$ cat src/rtl/wb_bram_pkg.sv
// rtl/wb_bram_pkg.sv - shared types and defaults for the two-master Wishbone BRAM arbiter
package wb_bram_pkg;

    localparam int          MEM_AW_DEF   = 9;
    localparam logic [20:0] BASE_HI_DEF  = 21'h0;
    localparam int          LOCK_MAX_DEF = 16;

    typedef enum logic [1:0] {
        ST_IDLE,
        ST_ACCESS,
        ST_RESP,
        ST_ERR
    } state_t;

endpackage

$ cat src/rtl/rr_arb2.sv
// rtl/rr_arb2.sv - two-way round-robin arbiter with bounded bus lock for the current owner
module rr_arb2
    import wb_bram_pkg::*;
#(
    parameter int LOCK_MAX = LOCK_MAX_DEF,
    parameter int CW       = $clog2(LOCK_MAX + 1)
) (
    input  logic          clk,
    input  logic          rst_n,
    input  logic [1:0]    req,
    input  logic          owner_cyc,
    input  logic          arb_en,
    output logic          win,
    output logic          gnt,
    output logic          prio,
    output logic [CW-1:0] lock_cnt
);

    logic lock_hold;

    // lock_cnt==0 means the owner let go of cyc since its last transfer, so no lock applies
    assign lock_hold = owner_cyc && req[gnt] && (lock_cnt != '0) && (lock_cnt < CW'(LOCK_MAX));

    always_comb begin
        win = gnt;
        if (lock_hold) begin
            win = gnt;
        end else if (req == 2'b11) begin
            win = prio;
        end else begin
            win = req[1];
        end
    end

    always_ff @(posedge clk or negedge rst_n) begin
        if (!rst_n) begin
            gnt      <= 1'b0;
            prio     <= 1'b0;
            lock_cnt <= '0;
        end else if (arb_en) begin
            gnt  <= win;
            prio <= ~win;
            if (win == gnt && owner_cyc) begin
                if (lock_cnt < CW'(LOCK_MAX)) begin
                    lock_cnt <= lock_cnt + CW'(1);
                end
            end else begin
                lock_cnt <= CW'(1);
            end
        end else if (!owner_cyc) begin
            lock_cnt <= '0;
        end
    end

endmodule

$ cat src/rtl/wb_bram_arb.sv
// rtl/wb_bram_arb.sv - two-master Wishbone arbiter and sequencer for a single-port 512x32 BRAM
module wb_bram_arb
    import wb_bram_pkg::*;
#(
    parameter int                 MEM_AW   = MEM_AW_DEF,
    parameter logic [29-MEM_AW:0] BASE_HI  = BASE_HI_DEF,
    parameter int                 LOCK_MAX = LOCK_MAX_DEF
) (
    input  logic              sys_clk,
    input  logic              rst_n,
    input  logic              m0_cyc,
    input  logic              m0_stb,
    input  logic [31:0]       m0_adr,
    input  logic              m0_we,
    input  logic [31:0]       m0_dat_i,
    input  logic [3:0]        m0_sel,
    output logic [31:0]       m0_dat_o,
    output logic              m0_ack,
    output logic              m0_err,
    input  logic              m1_cyc,
    input  logic              m1_stb,
    input  logic [31:0]       m1_adr,
    input  logic              m1_we,
    input  logic [31:0]       m1_dat_i,
    input  logic [3:0]        m1_sel,
    output logic [31:0]       m1_dat_o,
    output logic              m1_ack,
    output logic              m1_err,
    output logic              mem_en,
    output logic [3:0]        mem_we,
    output logic [MEM_AW-1:0] mem_addr,
    output logic [31:0]       mem_di,
    input  logic [31:0]       mem_do,
    output logic              grant
);

    localparam int CW = $clog2(LOCK_MAX + 1);

    state_t              state, state_nx;
    logic [MEM_AW-1:0]   waddr_q;
    logic [31:0]         dat_q;
    logic                we_q;
    logic [3:0]          sel_q;
    logic [1:0]          req;
    logic                arb_en, win, gnt, prio, owner_cyc;
    logic [CW-1:0]       lock_cnt;
    logic [MEM_AW-1:0]   win_waddr;
    logic [29-MEM_AW:0]  win_hi;
    logic                resp_ack, resp_err;
    logic [31:0]         rdata;
    logic                unused_bits;

    assign req       = {m1_cyc & m1_stb, m0_cyc & m0_stb};
    assign arb_en    = (state == ST_IDLE) && (req != 2'b00);
    assign owner_cyc = gnt ? m1_cyc : m0_cyc;
    assign win_waddr = win ? m1_adr[MEM_AW+1:2] : m0_adr[MEM_AW+1:2];
    assign win_hi    = win ? m1_adr[31:MEM_AW+2] : m0_adr[31:MEM_AW+2];

    rr_arb2 #(
        .LOCK_MAX (LOCK_MAX),
        .CW       (CW)
    ) u_arb (
        .clk       (sys_clk),
        .rst_n     (rst_n),
        .req       (req),
        .owner_cyc (owner_cyc),
        .arb_en    (arb_en),
        .win       (win),
        .gnt       (gnt),
        .prio      (prio),
        .lock_cnt  (lock_cnt)
    );

    always_ff @(posedge sys_clk or negedge rst_n) begin
        if (!rst_n) begin
            state   <= ST_IDLE;
            waddr_q <= '0;
            dat_q   <= '0;
            we_q    <= 1'b0;
            sel_q   <= '0;
        end else begin
            state <= state_nx;
            if (arb_en) begin
                waddr_q <= win_waddr;
                dat_q   <= win ? m1_dat_i : m0_dat_i;
                we_q    <= win ? m1_we : m0_we;
                sel_q   <= win ? m1_sel : m0_sel;
            end
        end
    end

    // The BRAM write commits at the end of ACCESS regardless of cyc; only the response is qualified
    always_comb begin
        state_nx = state;
        mem_en   = 1'b0;
        mem_we   = '0;
        mem_addr = '0;
        mem_di   = '0;
        resp_ack = 1'b0;
        resp_err = 1'b0;
        case (state)
            ST_IDLE: begin
                if (arb_en) begin
                    state_nx = (win_hi != BASE_HI) ? ST_ERR : ST_ACCESS;
                end
            end
            ST_ACCESS: begin
                state_nx = ST_RESP;
                mem_en   = 1'b1;
                mem_addr = waddr_q;
                mem_we   = sel_q & {4{we_q}};
                mem_di   = dat_q;
            end
            ST_RESP: begin
                state_nx = ST_IDLE;
                resp_ack = owner_cyc;
            end
            ST_ERR: begin
                state_nx = ST_IDLE;
                resp_err = owner_cyc;
            end
            default: state_nx = ST_IDLE;
        endcase
    end

    assign rdata    = (state == ST_RESP && !we_q) ? mem_do : 32'h0;
    assign m0_ack   = resp_ack & ~gnt;
    assign m1_ack   = resp_ack & gnt;
    assign m0_err   = resp_err & ~gnt;
    assign m1_err   = resp_err & gnt;
    assign m0_dat_o = gnt ? 32'h0 : rdata;
    assign m1_dat_o = gnt ? rdata : 32'h0;
    assign grant    = gnt;

    assign unused_bits = ^{prio, lock_cnt, m0_adr[1:0], m1_adr[1:0]};

endmodule

$ cat config.mk
export PLATFORM = sky130hd
export DESIGN_NAME = wb_bram_arb
export DESIGN_NICKNAME = d
export VERILOG_FILES = /design/src/rtl/wb_bram_pkg.sv /design/src/rtl/rr_arb2.sv /design/src/rtl/wb_bram_arb.sv
export SDC_FILE = /design/constraint.sdc
export NUM_CORES = 1
export LEC_CHECK = 0
export BUFFER_PORTS_ARGS = -buffer_cell sky130_fd_sc_hd__buf_4
export CORE_AREA = 2 2 114 116
export CTS_CLUSTER_DIAMETER = 80
export DETAILED_ROUTE_END_ITERATION = 8
export DIE_AREA = 0 0 116 118
export GPL_TIMING_DRIVEN = 0
export PLACE_DENSITY = 0.67
export SYNTH_ARGS = -nofsm -noshare
export SYNTH_HDL_FRONTEND = slang
export SYNTH_SLANG_ARGS = --single-unit
export TNS_END_PERCENT = 20
$ cat constraint.sdc
create_clock -name sys_clk -period 4 [get_ports sys_clk]
set_input_delay 0.8 -clock sys_clk [delete_from_list [all_inputs] [get_ports sys_clk]]
set_output_delay 0.8 -clock sys_clk [all_outputs]
set_load 0.02 [all_outputs]
==> flow_metrics.py, run 1 <==
metrics = {
    "yosys": {
        "synth_cell_types": 46,
        "ys_ff_latch": 55,
        "synth_nets": 645,
        "synthTopCellsByArea": "dfrtp_1, and2_1, a31oi_1",
        "avgSynthCellArea_um2": 7.928,
        "synth-edff-count": 0,
        "synth_top_area_frac": 0.3717,
        "yosysWarnings": 0,
        "synth_area_um2": 3702,
        "synth_commonest_cells": "and2_1, dfrtp_1, nor2_1, a21oi_1",
        "ys_seq_area_frac": 0.3717,
        "yosysMostFrequentCell": "and2_1",
        "postSynth.asyncResetShare": 1.000,
        "ys.flop_type": "dfrtp_1",
        "synth_top_cell_by_area": "dfrtp_1",
        "synthCells": 467,
    },
    "routing": {
        "via_per_inst": 5.011,
        "post_drt_wl_per_cell_um": 17.08,
        "antenna_left": 0,
        "drtPass1Iterations": 5,
        "wl_um": 15940,
        "num_vias": 4675,
        "drt_iter0_drc": 199,
        "route.detailed.drc": 0,
    },
    "clocking": {
        "h-tree-depth": 2,
        "cts_buffers": 5,
        "cts-hold-fix-buffers": 0,
        "ctsLongestPathBuffers": 2,
        "cts_setup_buffers": 0,
        "clkTransAtPathRegs_ps": 80,
        "clk_latency_ps": 290,
        "cts_resized": 0,
        "numClockSinks": 55,
        "root_buffer": "clkbuf_16",
        "cts_tree": "yes",
    },
    "power": {
        "p_per_area_nw_per_um2": 428.4,
        "clock_power_share": 0.189,
        "ir_drop_v": 0.0001919,
        "share_seq_of_total_power": 0.343,
        "p_int_uw": 1632,
        "switchingPower_uw": 1038,
        "fin_total_pwr_uw": 2671,
        "comb_power_share": 0.468,
        "switching_share": 0.3888,
        "p_leak_uw": 0.002965,
    },
    "floorplanning": {
        "dieArea_um2": 13690,
        "pin_count": 291,
        "die_h_um": 118,
        "start_util": 0.2982,
        "rows": 41,
        "floorplan.core_area_um2": 12410,
        "die_width_um": 116,
    },
    "sta": {
        "final_hold_viol_count": 0,
        "finClkSkew_ps": 8.736,
        "setup_viol": 0,
        "period_share": 0.7537,
        "drv_slew": 0,
        "setup-tns-final_ps": 0,
        "holdWs_ps": 519.9,
        "grt_setup_unrepaired": "no",
        "worstMarginPinSlew_ps": 725.9,
        "relSlewSlack": 0.5161,
        "post-route-min-period_ps": 3015,
        "fmax_ghz": 0.3317,
    },
    "setup_path": {
        "cp.required_ps": 3200,
        "crit_path_end_kind": "primary output",
        "path_max_fanout": 10,
        "setup.worst_path.class": "register to primary output",
        "critical_path_arrival_ps": 2210,
        "critPathLaunchType": "register",
    },
    "global_routing": {
        "grt_remaining_overflow": 0,
        "grt_pass1_wl_um": 24590,
        "grt_pass1_vias": 4820,
        "track_usage": 0.2263,
        "grt_max_degree": 56,
        "antenna_found_initial": 0,
    },
    "layout": {
        "antenna_cells": 0,
        "layout-drive-gt1-share": 0.4100,
        "nets": 938,
        "synthToLayoutAreaGrowth_pct": 68.37,
        "fillers": 1232,
    },
    "place": {
        "place.gp.congestion": 0.8338,
        "dpl.hpwl_um": 12650,
        "port_buffers": 286,
    },
    "min_path": {
        "hp-class": "register to register",
    },
    "run_status": {
        "status": "finished, final reports clean",
    },
    "job": {
        "cap_violations": 0,
    },
}
[logic make-up after synthesis]
| logic type | count (synthesis) | share of synthesized area |
|---|---|---|
| XOR/XNOR | 2 | 0.004732 |
| AND/OR/NAND/NOR | 200 | 0.3052 |
| buffers and inverters | 47 | 0.05813 |
| multiplexers | 2 | 0.006083 |
| AO/OA/AOI/OAI | 159 | 0.2474 |
| adder cells (fa/ha/maj) | 2 | 0.006758 |
| flip-flops | 55 | 0.3717 |
[flip-flops by register name (all words and copies together), names as in the netlist]
signal / count
sel_q: 4
waddr_q: 9
u_arb.gnt: 1
u_arb.prio: 1
state: 2
dat_q: 32
u_arb.lock_cnt: 5
we_q: 1
[per-stage QoR]
stage / instance area, µm² / utilization / worst slack (ps) / cells
after floorplan: 3702 / - / 1771 / 467
after global placement: 6065 / 0.4885 / 1303 / 925
after detailed placement: 6065 / 0.4885 / 1268 / 925
after CTS: 6233 / 0.5021 / 927.2 / 933
after global routing: 6233 / 0.5021 / 738.9 / 933
final: 6233 / 0.5021 / 985.2 / 933
[power groups by stage]
stage	clock, µW	sequential [µW]	combinational [µW]
after floorplan	0	888	734
final	505	917	1250
after detailed placement	0	927	1250
after global routing	539	952	1370
after global placement	0	918	1220
after CTS	516	918	1250
[worst paths after layout]
| path | from | endpoint | cells past startpoint | slack [ps] |
|---|---|---|---|---|
| setup / recovery | state[0]$_DFFE_PN0P_ | m1_dat_o[14] | 5 | 990 |
| hold / removal | dat_q[12]$_DFFE_PN0P_ | dat_q[12]$_DFFE_PN0P_ | 2 | 520 |
| setup reg to reg | u_arb.lock_cnt[0]$_DFFE_PN0P_ | waddr_q[3]$_DFFE_PN0P_ | 8 | 1780 |
| hold reg to reg | dat_q[12]$_DFFE_PN0P_ | dat_q[12]$_DFFE_PN0P_ | 2 | 520 |
| max in group asynchronous | rst_n | dat_q[28]$_DFFE_PN0P_ | 1 | 2960 |
| min in group asynchronous | rst_n | dat_q[4]$_DFFE_PN0P_ | 1 | 560 |
[cell type report]
cell class / instances / area (µm²) / share of cell area
well taps: 172 / 215.2 / 0.03452
plain buffers: 43 / 200.2 / 0.03212
multi-input cells: 365 / 2111 / 0.3386
clock inverters: 3 / 43.79 / 0.007025
repair buffers: 286 / 2147 / 0.3444
inverters: 4 / 15.01 / 0.002409
flip-flops and latches: 55 / 1376 / 0.2208
clock buffers: 5 / 125.1 / 0.02007
[placed cells by master (no fill, tap or decap), types with 2 or more instances in the layout]
cell	netlist	final
buf_1	2	2
dfrtp_1	55	55
buf_6	4	4
inv_1	3	3
a31oi_1	47	47
buf_4	0	286
mux2_2	2	2
nor4_1	10	10
and3_1	4	4
a21oi_1	48	48
nand2_1	5	5
nand3_1	4	4
nand3b_1	2	2
a32o_1	2	2
o21ai_0	47	47
clkbuf_16	0	5
nand2b_1	2	2
nor2_1	55	55
ha_1	2	2
nand4_1	3	3
and2_1	106	106
buf_2	7	7
clkbuf_1	30	30
o211ai_1	2	2
o31ai_1	2	2
[layer usage]
layer	routed length, µm	GRT usage	vias to the layer above
met3	1309	0.05098	20
met1	5890	0.2538	2219
met4	323	0.06027	0
met2	8417	0.4221	205
met5	0	0	-
li1	-	-	2231
[worst max-delay path: stages, from the launching register on]
cell	delay, ps
dfrtp_1	470
nand2b_1	230
nor3b_1	560
clkbuf_1	340
and2_1	190
buf_4	140
(Power assumes the default switching activity.)
==> inputs of run 2 (changes only) <==
--- a/config.mk
+++ b/config.mk
@@ -6,12 +6,12 @@
 export NUM_CORES = 1
 export LEC_CHECK = 0
 export BUFFER_PORTS_ARGS = -buffer_cell sky130_fd_sc_hd__buf_4
-export CORE_AREA = 2 2 114 116
+export CORE_AREA = 2 2 112 114
 export CTS_CLUSTER_DIAMETER = 80
 export DETAILED_ROUTE_END_ITERATION = 8
-export DIE_AREA = 0 0 116 118
+export DIE_AREA = 0 0 114 116
 export GPL_TIMING_DRIVEN = 0
-export PLACE_DENSITY = 0.67
+export PLACE_DENSITY = 0.69
 export SYNTH_ARGS = -nofsm -noshare
 export SYNTH_HDL_FRONTEND = slang
 export SYNTH_SLANG_ARGS = --single-unit
==> constraint.sdc (replaced) <==
create_clock -name sys_clk -period 3.2 [get_ports sys_clk]
set_input_delay 0.64 -clock sys_clk [delete_from_list [all_inputs] [get_ports sys_clk]]
set_output_delay 0.64 -clock sys_clk [all_outputs]
set_load 0.02 [all_outputs]
==> run 2 against run 1 <==
Effect of this change:
- clock power rose by 5.1%
- final cell count fell by 2.7%
- first-iteration DRC count increased by 45%
- combinational power is 25% higher
- register-to-register slack worse by 770 ps
- sequential share of layout area grew 0.22 points
- wire length down 0.29%
- setup slack worse by 720 ps
- critical path type unchanged
- global-route usage decreased by 0.24 points
==> flow_metrics.py, run 2 (synthesized netlist as in run 1, its figures left out) <==
metrics = {
    "run_status": {
        "status": "finished, final reports clean",
    },
    "place": {
        "place_inst": 900,
        "dpl.hpwl_um": 12680,
        "place.gp.congestion": 0.8821,
        "port_buffers": 286,
        "placed_area_um2": 6033,
    },
    "sta": {
        "setup-tns-final_ps": 0,
        "final_hold_viol_count": 0,
        "fmax_ghz": 0.3411,
        "relSlewSlack": 0.5138,
        "drv_slew": 0,
        "period_share": 0.9162,
        "worstMarginPinSlew_ps": 727.8,
        "setup_viol": 0,
        "grt_setup_unrepaired": "no",
        "post-route-min-period_ps": 2932,
        "finClkSkew_ps": 3.542,
    },
    "setup_path": {
        "crit_path_end_kind": "primary output",
        "cp.required_ps": 2560,
        "critical_path_arrival_ps": 2290,
        "path_max_fanout": 10,
        "setup.worst_path.class": "register to primary output",
        "critPathLaunchType": "register",
    },
    "power": {
        "p_leak_uw": 0.002949,
        "fin_total_pwr_uw": 3243,
        "ir_drop_v": 0.0002429,
        "p_per_area_nw_per_um2": 525.5,
    },
    "layout": {
        "synthToLayoutAreaGrowth_pct": 66.68,
        "stdcell_count": 908,
        "layout_common_cells": "buf_4, and2_1, nor2_1, dfrtp_1, a21oi_1",
        "nets": 938,
        "layout_commonest_cell": "buf_4",
        "antenna_cells": 0,
        "finalInstanceArea_um2": 6171,
        "final_util": 0.5181,
        "largestRegisters": "dat_q (32), waddr_q (9), u_arb.lock_cnt (5)",
        "top_register": "dat_q",
        "largest_register_ffs": 32,
        "layout-drive-gt1-share": 0.4074,
        "fillers": 1187,
    },
    "routing": {
        "drtPass1Iterations": 5,
        "route.detailed.drc": 0,
        "drt_iter0_drc": 288,
        "num_vias": 4656,
        "wl_um": 15890,
        "antenna_left": 0,
        "post_drt_wl_per_cell_um": 17.50,
        "via_per_inst": 5.128,
    },
    "clocking": {
        "clkTransAtPathRegs_ps": 70,
        "clk_latency_ps": 280,
        "cts_tree": "yes",
        "numClockSinks": 55,
        "cts_setup_buffers": 0,
        "root_buffer": "clkbuf_16",
        "cts-hold-fix-buffers": 0,
        "ctsLongestPathBuffers": 2,
        "cts_resized": 0,
        "h-tree-depth": 2,
        "cts_buffers": 5,
    },
    "floorplanning": {
        "rows": 40,
        "start_util": 0.3108,
        "die_width_um": 114,
        "floorplan.core_area_um2": 11910,
        "die_h_um": 116,
        "pin_count": 291,
        "dieArea_um2": 13220,
    },
    "global_routing": {
        "antenna_found_initial": 0,
        "track_usage": 0.2239,
        "grt_remaining_overflow": 0,
        "grt_pass1_vias": 4610,
        "grt_max_degree": 56,
        "grt_pass1_wl_um": 23470,
    },
    "min_path": {
        "hp-class": "primary input to asynchronous set/reset pin",
    },
    "job": {
        "cap_violations": 0,
    },
}
## run 2: layout make-up
| cell class | count | area [µm²] | area share |
|---|---|---|---|
| Timing Repair Buffer | 286 | 2147 | 0.3479 |
| Multi-Input combinational cell | 365 | 2111 | 0.3421 |
| Sequential cell | 55 | 1376 | 0.2230 |
| Buffer | 43 | 200.2 | 0.03244 |
| Tap cell | 147 | 183.9 | 0.02981 |
| Clock buffer | 7 | 132.6 | 0.02149 |
| Inverter | 4 | 15.01 | 0.002433 |
| Clock inverter | 1 | 5.005 | 0.0008110 |
## run 2: report_power, final
part,total [µW],internal (µW),switching [µW]
clock network,531,290,241
logic,1560,692,868
registers,1150,979,172
total,3240,1960,1280
## run 2: layer usage
layer | vias up | track usage | wire [µm]
li1 | 2227 | - | -
met1 | 2147 | 0.2652 | 6050
met2 | 251 | 0.4091 | 8170
met3 | 31 | 0.04341 | 1250
met4 | 0 | 0.07154 | 422
met5 | - | 0 | 0
## run 2: per-stage QoR
stage | hold WS (ps) | setup slack [ps]
finish | 395.1 | 268.1
global route | 454.0 | 77.64
CTS | 439.2 | 174.1
detailed placement | 509.2 | 521.3
global placement | 499.1 | 555.4
floorplan | 344.4 | 1131
## run 2: worst max-delay path: stages, from the launching register on
cell and delay (ps):
dfrtp_1 470, nand2b_1 230, nor3b_1 640, clkbuf_1 330, and2_1 190, buf_4 140
## run 2: worst paths after layout
kind	start	end	slack (ps)	cells past startpoint
worst max register to register	u_arb.lock_cnt[0]$_DFFE_PN0P_	dat_q[5]$_DFFE_PN0P_	1010	8
min in group sys_clk	waddr_q[1]$_DFFE_PN0P_	waddr_q[1]$_DFFE_PN0P_	520	2
worst min register to register	waddr_q[1]$_DFFE_PN0P_	waddr_q[1]$_DFFE_PN0P_	520	2
worst max-delay path	state[0]$_DFFE_PN0P_	m1_dat_o[30]	270	5
max in group asynchronous	rst_n	dat_q[4]$_DFFE_PN0P_	2320	1
worst min-delay path	rst_n	dat_q[25]$_DFFE_PN0P_	400	1
==> inputs of run 3 (changes only) <==
--- a/config.mk
+++ b/config.mk
@@ -5,13 +5,14 @@
 export SDC_FILE = /design/constraint.sdc
 export NUM_CORES = 1
 export LEC_CHECK = 0
+export ABC_AREA = 1
 export BUFFER_PORTS_ARGS = -buffer_cell sky130_fd_sc_hd__buf_4
 export CORE_AREA = 2 2 112 114
 export CTS_CLUSTER_DIAMETER = 80
 export DETAILED_ROUTE_END_ITERATION = 8
 export DIE_AREA = 0 0 114 116
 export GPL_TIMING_DRIVEN = 0
-export PLACE_DENSITY = 0.69
+export PLACE_DENSITY = 0.7
 export SYNTH_ARGS = -nofsm -noshare
 export SYNTH_HDL_FRONTEND = slang
 export SYNTH_SLANG_ARGS = --single-unit
==> run 3 against run 2 <==
Effect of this change:
- die area unchanged
- largest power group unchanged
- clock-buffer cell count down 1
- area after synthesis up 3.4%
- power up 25%
- register-to-register slack better by 410 ps
- final area up 2.5%
- hold slack better by 15 ps
- maximum frequency up 4.6%
- global-route usage down 2.2 points
==> flow_metrics.py, run 3 <==
metrics = {
    "global_routing": {
        "use_met1": 0.2652,
        "track_usage": 0.2017,
        "use_met3": 0.03400,
        "grt_remaining_overflow": 0,
        "grt_pass1_vias": 4226,
        "antenna_found_initial": 0,
        "busiest_layer": "met2",
        "use_met2": 0.3532,
        "grt_max_degree": 56,
        "grt_pass1_wl_um": 21520,
    },
    "setup_path": {
        "r2r-start": "u_arb.lock_cnt[0]$_DFFE_PN0P_",
        "critPathLaunchType": "register",
        "critical_path_arrival_ps": 2160,
        "crit_path_start": "state[0]$_DFFE_PN0P_",
        "cp.required_ps": 2560,
        "crit_path_end_kind": "primary output",
        "path_max_fanout": 10,
        "ff2ff_setup_slack_ps": 1420,
        "setup.worst_path.class": "register to primary output",
    },
    "layout": {
        "largestRegisters": "dat_q (32), waddr_q (9), u_arb.lock_cnt (5)",
        "fillers": 1193,
        "nets": 1000,
        "synthToLayoutAreaGrowth_pct": 65.28,
        "top_register": "dat_q",
        "multi_input_area_um2": 1916,
        "layout-drive-gt1-share": 0.4338,
        "final_util": 0.5311,
        "antenna_cells": 0,
        "seqCellArea_um2": 1376,
        "layout_common_cells": "buf_4, nand2_1, inv_1",
        "layout_commonest_cell": "buf_4",
        "largest_register_ffs": 32,
        "stdcell_count": 970,
    },
    "routing": {
        "drt_iter0_drc": 256,
        "num_vias": 4489,
        "wl_um": 14200,
        "route.detailed.drc": 0,
        "via_per_inst": 4.628,
        "post_drt_wl_per_cell_um": 14.64,
        "antenna_left": 0,
        "drtPass1Iterations": 4,
    },
    "run_status": {
        "status": "finished, final reports clean",
    },
    "floorplanning": {
        "pin_count": 291,
        "die_h_um": 116,
        "rows": 40,
        "floorplan.core_area_um2": 11910,
        "start_util": 0.3213,
        "dieArea_um2": 13220,
        "die_width_um": 114,
    },
    "power": {
        "p_leak_uw": 0.003295,
        "switchingPower_uw": 1793,
        "switching_share": 0.4418,
        "clock_power_share": 0.154,
        "fin_total_pwr_uw": 4060,
        "p_per_area_nw_per_um2": 641.7,
        "comb_power_share": 0.573,
        "share_seq_of_total_power": 0.274,
        "p_int_uw": 2266,
        "ir_drop_v": 0.0004236,
    },
    "sta": {
        "post-route-min-period_ps": 2803,
        "grt_setup_unrepaired": "no",
        "drv_slew": 0,
        "finClkSkew_ps": 8.834,
        "relSlewSlack": 0.5217,
        "fmax_ghz": 0.3567,
        "setup_viol": 0,
        "period_share": 0.8761,
        "final_hold_viol_count": 0,
        "setup-tns-final_ps": 0,
        "worstMarginPinSlew_ps": 717.4,
    },
    "job": {
        "cap_violations": 0,
    },
    "yosys": {
        "synth-edff-count": 0,
        "yosysMostFrequentCell": "nand2_1",
        "synth_top_area_frac": 0.3596,
        "synth_nets": 707,
        "postSynth.asyncResetShare": 1.000,
        "ys.flop_type": "dfrtp_1",
        "synth_cell_types": 30,
        "synthCells": 529,
        "yosysWarnings": 0,
        "synth_commonest_cells": "nand2_1, inv_1, nor3_1, nor2_1, dfrtp_1",
        "synth_top_cell_by_area": "dfrtp_1",
        "ys_ff_latch": 55,
        "synth_area_um2": 3827,
        "ys_seq_area_frac": 0.3596,
        "synthTopCellsByArea": "dfrtp_1, nor3_1, nand2_1",
        "avgSynthCellArea_um2": 7.235,
    },
    "clocking": {
        "cts_buffers": 5,
        "root_buffer": "clkbuf_16",
        "clkTransAtPathRegs_ps": 80,
        "cts-hold-fix-buffers": 0,
        "cts_resized": 0,
        "h-tree-depth": 2,
        "cts_setup_buffers": 0,
        "ctsLongestPathBuffers": 2,
        "cts_tree": "yes",
        "numClockSinks": 55,
        "clk_latency_ps": 290,
    },
    "place": {
        "dpl.hpwl_um": 11230,
        "port_buffers": 286,
        "place_inst": 962,
        "place.gp.congestion": 0.8421,
    },
    "min_path": {
        "hp-class": "primary input to asynchronous set/reset pin",
    },
}
==> run 3: through the flow <==
| stage | instance area, µm² | hold slack (ps) | setup slack (ps) |
|---|---|---|---|
| after global placement | 6158 | 481.8 | 705.9 |
| after floorplan | 3827 | 344.4 | 907.1 |
| final | 6326 | 410.5 | 396.6 |
| after global routing | 6326 | 467.7 | 229.8 |
| after CTS | 6326 | 436.8 | 369.8 |
| after detailed placement | 6158 | 485.6 | 687.5 |
==> run 3: per-layer routing <==
layer  part of all wire  vias up
li1                   -     2297
met1               0.43     2022
met2               0.49      158
met3              0.064       12
met4              0.013        0
met5                  0        -
==> run 3: path summary, 6_finish.rpt <==
path	depth (start not counted)	endpoint
setup / recovery	7	m1_dat_o[13]
hold / removal	1	dat_q[4]$_DFFE_PN0P_
setup reg to reg	10	dat_q[14]$_DFFE_PN0P_
hold reg to reg	1	u_arb.prio$_DFFE_PN0P_
max in group asynchronous	1	u_arb.prio$_DFFE_PN0P_
min in group sys_clk	1	u_arb.prio$_DFFE_PN0P_
==> run 3: power groups by stage <==
stage	Combinational, µW	Clock (µW)	Sequential, µW
5_1_grt	2550	668	1140
2_1_floorplan	1480	0	1100
3_5_place_dp	2330	0	1120
6_report	2320	625	1110
4_1_cts	2340	644	1110
3_3_place_gp	2320	0	1110
==> run 3: layout make-up <==
cell class / instances / area share
Buffer: 38 / 0.03362
Clock inverter: 2 / 0.006131
Timing Repair Buffer: 286 / 0.3394
Sequential cell: 55 / 0.2176
Clock buffer: 6 / 0.02037
Tap cell: 147 / 0.02907
Multi-Input combinational cell: 350 / 0.3028
Inverter: 86 / 0.05103
==> run 3: worst max-delay path: stages, from the launching register on <==
cell and delay (ps):
dfrtp_1 410, inv_1 110, nand2_1 100, or2_2 280
clkbuf_1 220, clkbuf_1 260, nor3_1 300, buf_4 210
==> run 3: cell families (layout without fill, tap and decap cells) <==
| logic type | Yosys count | in the layout | synth area share |
|---|---|---|---|
| simple gates | 301 | 301 | 0.3802 |
| fa+ha+maj | 2 | 2 | 0.006537 |
| compound gates | 45 | 45 | 0.1092 |
| buf+inv | 124 | 418 | 0.1399 |
| flops | 55 | 55 | 0.3596 |
| xor+xnor | 2 | 2 | 0.004577 |
